[src/rtl/cla_addsub_seq_pkg.sv]
// Shared definitions for the sequential CLA add/subtract block:
// FSM state encoding and a counter-width helper.
package cla_addsub_seq_pkg;

    typedef enum logic [1:0] {
        IDLE = 2'd0,
        RUN  = 2'd1,
        DONE = 2'd2
    } state_e;

    // Number of bits needed to hold values 0..value-1 (0 for value <= 1).
    function automatic int clog2(input int value);
        int result;
        result = 0;
        for (int i = 0; i < 31; i++) begin
            if ((32'sd1 << i) < value) begin
                result = i + 1;
            end else begin
                result = result;
            end
        end
        return result;
    endfunction

endpackage

[src/rtl/cla_addsub_seq_group.sv]
// One G-bit carry-lookahead group: generate/propagate terms, lookahead carries,
// group sum, carry-out and the carry into the group MSB (for overflow).
module cla_addsub_seq_group #(
    parameter int G = 4
) (
    input  logic [G-1:0] a,
    input  logic [G-1:0] b,
    input  logic         cin,
    output logic [G-1:0] sum,
    output logic         cout,
    output logic         c_msb
);

    logic [G-1:0] g_s;
    logic [G-1:0] p_s;
    logic [G:0]   c_s;

    // Generate and propagate terms per bit.
    always_comb begin
        g_s = a & b;
        p_s = a ^ b;
    end

    // Lookahead carry recurrence across the group.
    always_comb begin
        c_s    = '0;
        c_s[0] = cin;
        for (int i = 0; i < G; i++) begin
            c_s[i+1] = g_s[i] | (p_s[i] & c_s[i]);
        end
    end

    // Group results.
    always_comb begin
        sum   = p_s ^ c_s[G-1:0];
        cout  = c_s[G];
        c_msb = c_s[G-1];
    end

endmodule

[src/rtl/cla_addsub_seq.sv]
// Multi-cycle adder/subtractor: one G-bit lookahead group per clock, LSB first,
// with the inter-group carry held in a register. Subtract is a + ~b + ~cin.
module cla_addsub_seq #(
    parameter int N = 32,
    parameter int G = 4
) (
    input  logic         clk,
    input  logic         rst_n,
    input  logic         in_valid,
    output logic         in_ready,
    input  logic [N-1:0] a,
    input  logic [N-1:0] b,
    input  logic         cin,
    input  logic         sub,
    output logic         out_valid,
    input  logic         out_ready,
    output logic [N-1:0] sum,
    output logic         cout,
    output logic         ovf
);

    import cla_addsub_seq_pkg::*;

    localparam int NG = N / G;
    localparam int CW = (clog2(NG) < 1) ? 1 : clog2(NG);
    localparam logic [CW-1:0] LAST_IDX = CW'(NG - 1);

    state_e        state_r;
    state_e        state_next_s;
    logic [CW-1:0] cnt_r;
    logic [N-1:0]  a_r;
    logic [N-1:0]  b_r;
    logic          carry_r;
    logic [N-1:0]  sum_r;
    logic          cout_r;
    logic          ovf_r;
    logic          out_valid_r;
    logic          in_ready_r;

    logic          load_s;
    logic          step_s;
    logic          last_s;
    logic          release_s;
    int            base_s;
    logic [G-1:0]  grp_a_s;
    logic [G-1:0]  grp_b_s;
    logic [G-1:0]  grp_sum_s;
    logic          grp_cout_s;
    logic          grp_c_msb_s;

    // FSM state register.
    always_ff @(posedge clk or negedge rst_n) begin
        if (!rst_n) begin
            state_r <= IDLE;
        end else begin
            state_r <= state_next_s;
        end
    end

    // FSM next-state logic.
    always_comb begin
        state_next_s = state_r;
        case (state_r)
            IDLE: begin
                if (in_valid) state_next_s = RUN;
                else          state_next_s = IDLE;
            end
            RUN: begin
                if (cnt_r == LAST_IDX) state_next_s = DONE;
                else                   state_next_s = RUN;
            end
            DONE: begin
                if (out_ready) state_next_s = IDLE;
                else           state_next_s = DONE;
            end
            default: state_next_s = IDLE;
        endcase
    end

    // FSM output decode: datapath strobes for the current state.
    always_comb begin
        load_s    = 1'b0;
        step_s    = 1'b0;
        last_s    = 1'b0;
        release_s = 1'b0;
        case (state_r)
            IDLE: begin
                load_s = in_valid;
            end
            RUN: begin
                step_s = 1'b1;
                last_s = (cnt_r == LAST_IDX);
            end
            DONE: begin
                release_s = out_ready;
            end
            default: begin
                load_s = 1'b0;
            end
        endcase
    end

    // Select the operand slice for the current group.
    always_comb begin
        base_s  = int'(cnt_r) * G;
        grp_a_s = a_r[base_s +: G];
        grp_b_s = b_r[base_s +: G];
    end

    cla_addsub_seq_group #(.G(G)) u_group (
        .a     (grp_a_s),
        .b     (grp_b_s),
        .cin   (carry_r),
        .sum   (grp_sum_s),
        .cout  (grp_cout_s),
        .c_msb (grp_c_msb_s)
    );

    // Operand capture, group stepping and result registers.
    always_ff @(posedge clk or negedge rst_n) begin
        if (!rst_n) begin
            cnt_r       <= '0;
            a_r         <= '0;
            b_r         <= '0;
            carry_r     <= 1'b0;
            sum_r       <= '0;
            cout_r      <= 1'b0;
            ovf_r       <= 1'b0;
            out_valid_r <= 1'b0;
            in_ready_r  <= 1'b1;
        end else begin
            in_ready_r <= (state_next_s == IDLE);
            if (load_s) begin
                // Subtraction folds into the adder by inverting b and the borrow.
                a_r     <= a;
                b_r     <= b ^ {N{sub}};
                carry_r <= cin ^ sub;
                cnt_r   <= '0;
                sum_r   <= '0;
                cout_r  <= 1'b0;
                ovf_r   <= 1'b0;
            end else if (step_s) begin
                sum_r[base_s +: G] <= grp_sum_s;
                carry_r            <= grp_cout_s;
                cnt_r              <= cnt_r + CW'(1);
                if (last_s) begin
                    cout_r      <= grp_cout_s;
                    ovf_r       <= grp_c_msb_s ^ grp_cout_s;
                    out_valid_r <= 1'b1;
                end else begin
                    out_valid_r <= out_valid_r;
                end
            end else if (release_s) begin
                out_valid_r <= 1'b0;
            end else begin
                out_valid_r <= out_valid_r;
            end
        end
    end

    assign in_ready  = in_ready_r;
    assign out_valid = out_valid_r;
    assign sum       = sum_r;
    assign cout      = cout_r;
    assign ovf       = ovf_r;

endmodule

[config.mk]
export PLATFORM = sky130hd
export DESIGN_NAME = cla_addsub_seq
export DESIGN_NICKNAME = d
export VERILOG_FILES = /design/src/rtl/cla_addsub_seq_pkg.sv /design/src/rtl/cla_addsub_seq_group.sv /design/src/rtl/cla_addsub_seq.sv
export SDC_FILE = /design/constraint.sdc
export NUM_CORES = 1
export LEC_CHECK = 0
export CORE_MARGIN = 1.5
export CORE_UTILIZATION = 52
export DETAILED_ROUTE_END_ITERATION = 10
export PLACE_DENSITY = 0.85
export SETUP_SLACK_MARGIN = 0.1
export SYNTH_ARGS = -nofsm -noshare
export SYNTH_HDL_FRONTEND = slang
export SYNTH_SLANG_ARGS = --single-unit
[constraint.sdc]
create_clock -name clk -period 4.5 [get_ports clk]
set_input_delay 0.675 -clock clk [delete_from_list [all_inputs] [get_ports clk]]
set_output_delay 0.675 -clock clk [all_outputs]
set_load 0.03 [all_outputs]
==> flow_summary.toml, run 1 <==
[yosys]
avgSynthCellArea_sq_um = 12.32
yosysSeqAreaShare_pct = 51.28
netlist_area_sq_um = 5175
synth_cells = 420
async_flop_share_pct = 100.0
ys_warn_count = 0
ys_types = 37
synth_edf_count = 0
syn_nets = 498
synth-seq-cells = 106
synth_flop_cell = "dfrtp_1"

[detailed_routing]
totalWireLength_microns = 11030
vias = 3436
dr.pass1.iters = 5
wl_per_cell_microns = 16.89
final_antenna_net_count = 0
routed_via_density = 5.262
drc = 0
first_iter_violations = 165

[global_routing]
grt_pass1_vias = 3532
grt_use_total_pct = 22.43
grt_max_degree = 72
overflow = 0
antenna_found_initial = 0
grt_pass1_wl_microns = 17560

[clock_tree]
clock_latency_ns = 0.37
cts_buffers = 9
cts_tree = "built"
post_cts_buffers = 0
clkTransAtPathRegs_ns = 0.10
cts.path.max_buffers = 2
cts_repair_resize_count = 0
cts_hold_buf = 0
cts.htree.levels = 3
cts_root_buffer = "clkbuf_8"
clock-sinks = 106

[cells_and_area]
nets = 593
final_common_cell = "dfrtp_1"
diodes = 0
drive_above_1_share_pct = 14.23
layout_common_cells = "dfrtp_1, clkdlybuf4s50_1, nand2_1, o21ai_0, mux2i_1"
final_cells = 653
area_growth_pct = 25.27

[timing]
clock_skew_ns = 0.01020
layout_min_cycle_time_ns = 3.516
final-hold-violation-count = 0
rsz0062_at_grt = "no"
slew_headroom_pct = 41.33
final-setup-viol-count = 0
timing.fmax_mhz = 284.4
tightest_slew_ns = 0.8801
fin_crit_sh_pct = 78.13
drv_slew = 0
tns_ns = 0

[setup_path]
startpoint_type = "flip-flop"
path_cells = "mux4_2 > nand2_1 > nand2_1 > fa_1 > inv_1 > fa_1 > fa_1 > fa_1 > or3_1 > mux2i_1"
worst_ep_required_time_ns = 4.80
path_buf_inv = 1
path_class = "flip-flop to flip-flop"
cpMostUsedCell = "fa_1"
ff2ff_setup_slack_ns = 0.98
crit_path_max_fanout = 20
cp.arrival_ns = 3.81
startpoint = "cnt_r[1]"
rr_worst_depth = 10
r2r-start = "cnt_r[1]"
crit_path_end_kind = "flip-flop"
r2r_end = "sum[19]"
critPathSlowestCell = "dfrtp_1"
critPathTopFamily = "adder cells"
slowest_delay_ns = 0.86

[die]
start_util_pct = 53.19
coreArea_sq_um = 9729
ios = 106
fp.dieH_microns = 102.8
die_w_microns = 102.8
die-area_sq_um = 10560
row_count = 36

[power_and_ir_drop]
ir_drop_v = 0.0004376
power.switching_mw = 1.976
clockPowerShare_pct = 12.6
p_leak_nw = 2.938
powerDensity_nw_per_um2 = 749.1
internal-power_mw = 2.880
p_seq_share_pct = 35.0
sw_frac_of_total_pct = 40.69
p_comb_share_pct = 52.5

[placement]
dp_hpwl_microns = 8181
io_buffers = 105
place_congestion = 0.8226
place_inst = 637

[run]
drv_cap = 0

[outcome]
outcome = "finished clean"

[min_path]
hold_class = "input port to async pin"
## metal layers
metal  wire length [microns]  GRT usage [%]
met4                     220          7.900
met1                    4553          27.52
met5                       0              0
met3                     521          4.271
met2                    5735          39.89
## sequential cells by signal (all words and copies together), names as in the netlist
signal	cells
a_r	32
b_r	32
carry_r	1
cnt_r	3
cout	1
in_ready	1
out_valid	1
ovf	1
state_r	2
sum	32
## worst register-to-register path, cell delays in order (launching register included)
cell     delay (ns)
dfrtp_1        0.86
mux4_2         0.34
nand2_1        0.06
nand2_1        0.10
fa_1           0.16
inv_1          0.05
fa_1           0.39
fa_1           0.43
fa_1           0.57
or3_1          0.34
mux2i_1        0.14
## layout make-up
class	instances	area, sq um
multi-input combinational	282	2357
fill	741	3247
inverter	7	26.28
sequential	106	2654
clock inverter	4	50.05
timing repair buffer	109	1074
clock buffer	12	155.1
tap	133	166.4
## stage by stage
stage | setup WS [ns] | util [%] | hold slack, ns | power, mW | instance area (sq um)
2_1_floorplan | 1.350 | - | 0.3794 | 3.468 | 5175
3_3_place_gp | 1.096 | 64.52 | 0.4570 | 4.137 | 6277
3_5_place_dp | 0.9991 | 64.52 | 0.4711 | 4.253 | 6277
4_1_cts | 0.9577 | 66.63 | 0.4440 | 4.865 | 6482
5_1_grt | 0.7631 | 66.63 | 0.4811 | 5.153 | 6482
6_report | 0.9843 | 66.63 | 0.4078 | 4.856 | 6482
## synthesized netlist by cell type (4+ instances only)
cell | number | area, sq um
buf_2 | 8 | 40.04
clkbuf_1 | 11 | 41.29
mux4_2 | 16 | 360.4
o21ai_0 | 40 | 200.2
nand2_1 | 72 | 270.3
fa_1 | 4 | 80.08
nand3_1 | 5 | 25.02
mux2_4 | 22 | 330.3
xnor2_1 | 33 | 289.0
nor2b_1 | 5 | 31.28
nor2_1 | 6 | 22.52
dfrtp_1 | 105 | 2628
inv_1 | 6 | 22.52
mux2i_1 | 34 | 340.3
ha_1 | 4 | 50.05
nand2b_1 | 5 | 31.28
mux2_2 | 11 | 123.9
o211ai_1 | 4 | 30.03
buf_6 | 4 | 45.04
## how the worst max path moves through the flow
stage	to	cells past startpoint
6_report	sum[19]	10
2_1_floorplan	sum[19]	12
5_1_grt	sum[19]	8
4_1_cts	sum[19]	8
3_5_place_dp	sum[19]	8
3_3_place_gp	sum[19]	10
## kinds of logic (layout without fill, tap and decap cells)
logic type,count (synthesis),after routing,share of synthesized area [%]
flops,106,106,51.28
xor+xnor,34,34,5.754
mux,83,83,22.32
buf+inv,32,132,3.167
simple gates,107,107,9.719
compound gates,50,50,5.247
fa+ha+maj,8,8,2.515
## power by group through the flow
stage,logic (mW),registers (mW),clock network [mW]
2_1_floorplan,1.74,1.73,0
3_3_place_gp,2.44,1.70,0
6_report,2.55,1.70,0.610
4_1_cts,2.55,1.70,0.612
5_1_grt,2.76,1.75,0.651
3_5_place_dp,2.53,1.72,0
Note: power is estimated with default switching activity, not from simulation.
==> run 2, diff against run 1 <==
--- a/config.mk
+++ b/config.mk
@@ -6,9 +6,9 @@
 export NUM_CORES = 1
 export LEC_CHECK = 0
 export CORE_MARGIN = 1.5
-export CORE_UTILIZATION = 52
+export CORE_UTILIZATION = 47
 export DETAILED_ROUTE_END_ITERATION = 10
-export PLACE_DENSITY = 0.85
+export PLACE_DENSITY = 0.81
 export SETUP_SLACK_MARGIN = 0.1
 export SYNTH_ARGS = -nofsm -noshare
 export SYNTH_HDL_FRONTEND = slang
==> constraint.sdc (replaced) <==
create_clock -name clk -period 3.1 [get_ports clk]
set_input_delay 0.465 -clock clk [delete_from_list [all_inputs] [get_ports clk]]
set_output_delay 0.465 -clock clk [all_outputs]
set_load 0.03 [all_outputs]
==> flow_summary.toml, run 2 (synthesis gave the netlist of run 1 again) <==
[global_routing]
grt_use_total_pct = 20.09
grt_max_degree = 86
overflow = 0
use_met3_pct = 4.280
antenna_found_initial = 0
grt_pass1_vias = 3595
use_met2_pct = 33.99
grt_pass1_wl_microns = 17890
grt_busiest_layer = "met2"
grt_use_met1_pct = 26.68

[clock_tree]
cts_tree = "built"
clkTransAtPathRegs_ns = 0.10
cts.htree.levels = 3
cts_buffers = 9
clock_latency_ns = 0.37
cts.path.max_buffers = 2
cts_root_buffer = "clkbuf_8"
clock-sinks = 106

[setup_path]
crit_path_max_fanout = 4
startpoint_type = "flip-flop"
startpoint = "cnt_r[0]"
critPathSlowestCell = "mux4_2"
cp.arrival_ns = 3.31
path_buf_inv = 2
ff2ff_setup_slack_ns = 0.09
cpMostUsedCell = "fa_2"
worst_ep_required_time_ns = 3.40
path_class = "flip-flop to flip-flop"
r2r-start = "cnt_r[0]"
critPathTopFamily = "adder cells"
r2r_end = "sum[19]"
path_cells = "buf_6 > mux4_2 > nand2_1 > nand2_2 > fa_2 > inv_2 > fa_2 > fa_2 > fa_2 > or3_1 > mux2i_1"
slowest_delay_ns = 0.49
crit_path_end_kind = "flip-flop"
rr_worst_depth = 11

[timing]
slew_headroom_pct = 41.45
final-setup-viol-count = 0
clock_skew_ns = 0.01065
tightest_slew_ns = 0.8782
layout_min_cycle_time_ns = 3.012
final-hold-violation-count = 0
tns_ns = 0
rsz0062_at_grt = "yes"
drv_slew = 0
timing.fmax_mhz = 332.0
fin_crit_sh_pct = 97.16

[placement]
io_buffers = 105
place_congestion = 0.8323
dp_hpwl_microns = 8114

[power_and_ir_drop]
power.switching_mw = 2.954
p_comb_share_pct = 56.5
p_leak_nw = 3.005
powerDensity_nw_per_um2 = 1112
ir_drop_v = 0.0006891
clockPowerShare_pct = 11.4
p_seq_share_pct = 32.1
sw_frac_of_total_pct = 40.08
internal-power_mw = 4.416

[cells_and_area]
diodes = 0
post-route-util_pct = 61.42
nets = 605
area_growth_pct = 28.09
layout_common_cells = "dfrtp_1, clkdlybuf4s50_1, nand2_1, o21ai_0, mux2i_1"
final_common_cell = "dfrtp_1"
drive_above_1_share_pct = 17.89

[detailed_routing]
vias = 3535
wl_per_cell_microns = 16.49
totalWireLength_microns = 11070
routed_via_density = 5.268
drc = 0
final_antenna_net_count = 0
dr.pass1.iters = 4
first_iter_violations = 192

[outcome]
outcome = "finished clean"

[run]
drv_cap = 0

[die]
coreArea_sq_um = 10790
fp.dieH_microns = 107.9
die-area_sq_um = 11650
start_util_pct = 47.95
ios = 106
die_w_microns = 107.9
row_count = 38

[min_path]
hold_class = "input port to async pin"
==> run 2: area by class of cell <==
class                      instances  area (sq um)
multi-input combinational        282          2377
fill                             862          4164
clock buffer                       9         123.9
sequential                       106          2654
tap                              140         175.2
timing repair buffer             121          1205
clock inverter                     6         67.56
inverter                           7         26.28
==> run 2: layer usage <==
layer  wire length, microns  share of wire (%)  vias up
met1                   4781                 43     1751
li1                       -                  -     1660
met2                   5577                 50      113
met3                    597                5.4       11
met5                      0                  0        -
met4                    111                1.0        0
==> run 2: per-stage QoR <==
stage	total power [mW]	hold WS (ns)	area, sq um	instances	worst slack, ns
2_1_floorplan	5.107	0.1694	5199	420	0.03174
3_3_place_gp	6.278	0.4572	6389	652	0.09086
3_5_place_dp	6.450	0.4700	6389	652	0.03119
4_1_cts	7.356	0.1492	6606	669	0.09856
5_1_grt	7.858	0.1671	6629	671	-0.01747
6_report	7.370	0.1246	6629	671	0.08818
==> run 2: worst register-to-register path, stage by stage, from the launching register on <==
cell and delay (ns):
dfrtp_1 0.42, buf_6 0.14, mux4_2 0.49, nand2_1 0.11, nand2_2 0.07, fa_2 0.36, inv_2 0.07, fa_2 0.20
fa_2 0.22, fa_2 0.45, or3_1 0.31, mux2i_1 0.12
==> run 2: worst max path at each step <==
stage | endpoint | slack, ns | depth (start not counted)
5_1_grt | sum[19] | -0.02 | 11
4_1_cts | sum[19] | 0.1 | 11
3_5_place_dp | sum[19] | 0.03 | 11
6_report | sum[19] | 0.09 | 11
2_1_floorplan | sum[19] | 0.03 | 12
3_3_place_gp | sum[19] | 0.09 | 11
==> run 2: repair_timing <==
item | 4_1_cts | 5_1_grt
setup endpoints to repair | 3 | 7
hold buffers | 0 | 0
pin swaps | 4 | 3
cloned | 0 | 0
resized for setup | 5 | 3
buffers inserted | 2 | 2
==> run 2: power groups by stage <==
stage	combinational, mW	sequential, mW	clock, mW
final	4.17	2.37	0.838
after global routing	4.50	2.43	0.918
after CTS	4.14	2.37	0.850
after detailed placement	4.06	2.39	0
after global placement	3.91	2.37	0
after floorplan	2.59	2.52	0
==> run 3, diff against run 2 <==
--- a/config.mk
+++ b/config.mk
@@ -9,7 +9,9 @@
 export CORE_UTILIZATION = 47
 export DETAILED_ROUTE_END_ITERATION = 10
 export PLACE_DENSITY = 0.81
+export REMOVE_ABC_BUFFERS = 1
 export SETUP_SLACK_MARGIN = 0.1
+export SKIP_CTS_REPAIR_TIMING = 1
 export SYNTH_ARGS = -nofsm -noshare
 export SYNTH_HDL_FRONTEND = slang
 export SYNTH_SLANG_ARGS = --single-unit
==> flow_summary.toml, run 3 (synthesis gave the netlist of run 1 again) <==
[die]
start_util_pct = 47.95
die-area_sq_um = 11650
die_w_microns = 107.9
fp.dieH_microns = 107.9
row_count = 38
coreArea_sq_um = 10790
ios = 106

[power_and_ir_drop]
p_leak_nw = 3.006
power_mw = 7.280
powerDensity_nw_per_um2 = 1101
ir_drop_v = 0.0006203

[outcome]
outcome = "finished clean"

[clock_tree]
cts_buffers = 9
cts_tree = "built"
cts.path.max_buffers = 2
cts.htree.levels = 3
clkTransAtPathRegs_ns = 0.10
cts_root_buffer = "clkbuf_8"
clock-sinks = 106
clock_latency_ns = 0.36

[global_routing]
grt_pass1_vias = 3473
grt_max_degree = 74
overflow = 0
grt_pass1_wl_microns = 17350
antenna_found_initial = 0
grt_use_total_pct = 19.63

[timing]
setup_slack_ns = 0.1068
timing.fmax_mhz = 334.1
drv_slew = 0
tightest_slew_ns = 0.8942
final-setup-viol-count = 0
final-hold-violation-count = 0
fin_crit_sh_pct = 96.56
rsz0062_at_grt = "yes"
slew_headroom_pct = 40.38
clock_skew_ns = 0.01183
layout_min_cycle_time_ns = 2.993

[setup_path]
cp.arrival_ns = 3.29
r2r_end = "sum[19]"
path_class = "flip-flop to flip-flop"
ff2ff_setup_slack_ns = 0.11
startpoint_type = "flip-flop"
rr_worst_depth = 10
r2r-start = "cnt_r[0]"
crit_path_max_fanout = 7
crit_path_end_kind = "flip-flop"
worst_ep_required_time_ns = 3.39

[detailed_routing]
wl_per_cell_microns = 15.97
drc = 0
dr.pass1.iters = 4
routed_via_density = 5.196
first_iter_violations = 134
vias = 3502
final_antenna_net_count = 0
totalWireLength_microns = 10770

[placement]
dp_hpwl_microns = 8265
place_ws_ns = 0.04303
post_dp_cell_area_sq_um = 6396
place_congestion = 0.8261
io_buffers = 105

[cells_and_area]
layout_common_cells = "dfrtp_1, clkdlybuf4s50_1, nand2_1, o21ai_0, mux2i_1"
final_common_cell = "dfrtp_1"
design_area_sq_um = 6611
nets = 607
area_growth_pct = 27.76
diodes = 0
drive_above_1_share_pct = 17.42

[min_path]
hold_class = "input port to async pin"

[run]
drv_cap = 0
==> run 3: cell types whose count changed in the layout (fill, tap and decap cells not counted), sizes merged <==
cell,delta
inv,-1
clkbuf,+3
buf,+2
clkinvlp,-1
==> run 3: worst max-delay path, stage by stage (launching register included) <==
cell,delay [ns]
dfrtp_2,0.49
mux4_2,0.36
nand2_1,0.05
nand2_1,0.09
fa_2,0.19
inv_2,0.04
fa_2,0.34
fa_2,0.41
fa_1,0.50
or3_1,0.32
mux2i_1,0.13
==> run 3: how the worst max path moves through the flow <==
stage	to	from	depth (start not counted)
4_1_cts	sum[19]	cnt_r[0]	10
5_1_grt	sum[19]	cnt_r[0]	10
2_1_floorplan	sum[19]	cnt_r[0]	10
6_report	sum[19]	cnt_r[0]	10
3_3_place_gp	sum[19]	cnt_r[0]	10
3_5_place_dp	sum[19]	cnt_r[0]	10
==> run 3: per-stage QoR <==
step	std cells	hold slack (ns)	utilization [%]	setup TNS, ns
2_1_floorplan	395	0.1694	-	-2.419
3_3_place_gp	657	0.4590	59.26	0
3_5_place_dp	657	0.4699	59.26	0
4_1_cts	673	0.2452	61.08	0
5_1_grt	674	0.2556	61.26	0
6_report	674	0.2054	61.26	0
==> run 3: per-layer routing <==
layer | GRT usage, % | vias to the layer above | wire [microns]
li1 | - | 1662 | -
met1 | 26.19 | 1717 | 4701
met2 | 32.85 | 109 | 5336
met3 | 3.797 | 14 | 526
met4 | 5.827 | 0 | 202
met5 | 0 | - | 0
==> run 3: layout make-up <==
cell class                      count  area, sq um
Inverter                            7        26.28
Clock inverter                      4        51.30
Fill cell                         874         4182
Clock buffer                       12        145.1
Tap cell                          140        175.2
Multi-Input combinational cell    282         2367
Timing Repair Buffer              123         1191
Sequential cell                   106         2655
==> run 3: where the power goes <==
group / internal [mW] / switching, mW
sequential: 1.99 / 0.415
clock: 0.397 / 0.458
combinational: 2.03 / 2.00
==> RTL change (config.mk and constraints of run 2) <==
The parameter `N` goes from 32 to 48.
--- a/src/rtl/cla_addsub_seq.sv
+++ b/src/rtl/cla_addsub_seq.sv
@@ -1,7 +1,7 @@
 // Multi-cycle adder/subtractor: one G-bit lookahead group per clock, LSB first,
 // with the inter-group carry held in a register. Subtract is a + ~b + ~cin.
 module cla_addsub_seq #(
-    parameter int N = 32,
+    parameter int N = 48,
     parameter int G = 4
 ) (
     input  logic         clk,
Interface: changed (resized a, b and sum); port bits go from 106 to 154. The function was not compared with the original's and may differ.
==> RTL change against run 2 <==
Total power is 62% higher; setup slack worse by 0.28 ns; highest routed layer unchanged; sequential power is 45% higher; global-route usage is 4.3 points higher; combinational power is 53% higher; final area is 51% higher; via count is 71% higher; count of clock-buffer cells in the layout is 12 higher; sequential cell count is 49 higher; synthesized area is 43% higher; hold slack worse by 0.022 ns; wire length is 72% higher; first-iteration DRC count grew to 2.9 times the old value; the run now ends with negative setup slack left.
==> RTL change: results <==
metrics = {
    "sta": {
        "slew-limit-headroom_pct": 42.1,
        "fin_ws_ns": -0.193,
        "setup_viol": 12,
        "finClkSkew_ns": 0.0110,
    },
    "placement": {
        "portBuffers": 153,
        "place_congestion": 0.849,
    },
    "worst_setup_path": {
        "crit_slowest_cell": "fa_2",
        "r2r-end": "sum[35]",
        "cp.arrival_ns": 3.61,
        "critPathMaxStageDelay_ns": 0.63,
        "r2r_cells": 13,
    },
    "synth": {
        "synth_seq_area_share_pct": 52.6,
        "syn_area_per_cell_sq_um": 10.1,
        "synth_common_cells": "nand2_1, dfrtp_1, nor2_1, a21oi_1, xnor2_1",
        "yosys-top-cells-area": "dfrtp_1, nand2_1, mux4_2",
    },
    "cells_and_area": {
        "signal_buffer_area_fraction_pct": 18.9,
        "clock_area_share_pct": 6.03,
        "multi_input_area_share_pct": 33.4,
        "final_cells": 1109,
        "layout.non_clock_inverters": 8,
        "drive_above_1_share_pct": 13.0,
        "multi_input_gates": 518,
    },
    "grt": {
        "met3_usage_pct": 6.14,
        "use_met2_pct": 39.0,
        "met1_usage_pct": 32.6,
        "grt_pass1_vias": 5907,
        "grt_use_total_pct": 24.4,
        "grt_max_degree": 90,
    },
    "route": {
        "wl_per_cell_microns": 17.2,
        "wl_met2_microns": 9290,
        "drt-initial-drc-count": 565,
        "met1_length_microns": 8020,
        "firstDrtPassIters": 5,
        "met3_length_microns": 1320,
    },
    "power_and_ir_drop": {
        "clk-power_mw": 2.17,
        "vdd_ir_drop_max_v": 0.000838,
    },
    "clock_network": {
        "numCtsBuffers": 17,
        "clkTransAtPathRegs_ns": 0.06,
        "clkLatencyLatePin_ns": 0.43,
    },
    "status": {
        "status": "finished, violations left",
        "violations": "negative setup slack",
    },
}
RTL change: cell count changes in the layout (fill, tap and decap cells not counted), moves of 17 or more:
cell / before / now
a21oi_1: 3 / 56
clkbuf_16: 0 / 17
clkdlybuf4s50_1: 103 / 151
dfrtp_1: 105 / 153
mux2_4: 22 / 0
mux2i_1: 34 / 10
nand2_1: 68 / 185
nor2_1: 6 / 59
o21ai_0: 40 / 22
xnor2_1: 33 / 50
RTL change: kinds of logic (layout without fill, tap and decap cells):
logic type | Yosys count | in the layout | share of synthesized area (%)
compound gates | 130 | 130 | 10.9
flops | 155 | 155 | 52.6
mux | 34 | 34 | 8.68
fa+ha+maj | 9 | 9 | 1.93
xor+xnor | 51 | 51 | 6.05
buf+inv | 56 | 225 | 3.54
simple gates | 294 | 294 | 16.4
RTL change: timing repair:
item / CTS / global route
pin swaps: 4 / 8
resized for setup: 14 / 20
setup endpoints to repair: 18 / 20
hold buffers: 0 / 0
endpoints found under the hold margin: 0 / 0
buffers inserted: 3 / 2
RTL change: worst max-delay path by stage:
stage	cells past startpoint	startpoint	slack, ns	endpoint
4_1_cts	11	cnt_r[0]	-0.12	sum[27]
5_1_grt	11	cnt_r[0]	-0.26	sum[27]
2_1_floorplan	12	cnt_r[0]	-0.15	sum[27]
6_report	13	cnt_r[0]	-0.19	sum[35]
3_3_place_gp	10	cnt_r[0]	-0.07	sum[27]
3_5_place_dp	10	cnt_r[0]	-0.17	sum[27]
RTL change: stage by stage:
| step | cell area [sq um] | hold WS, ns |
|---|---|---|
| after floorplan | 7410 | 0.169 |
| after global placement | 9270 | 0.456 |
| after detailed placement | 9270 | 0.457 |
| after CTS | 9950 | 0.137 |
| after global routing | 10000 | 0.151 |
| final | 10000 | 0.102 |
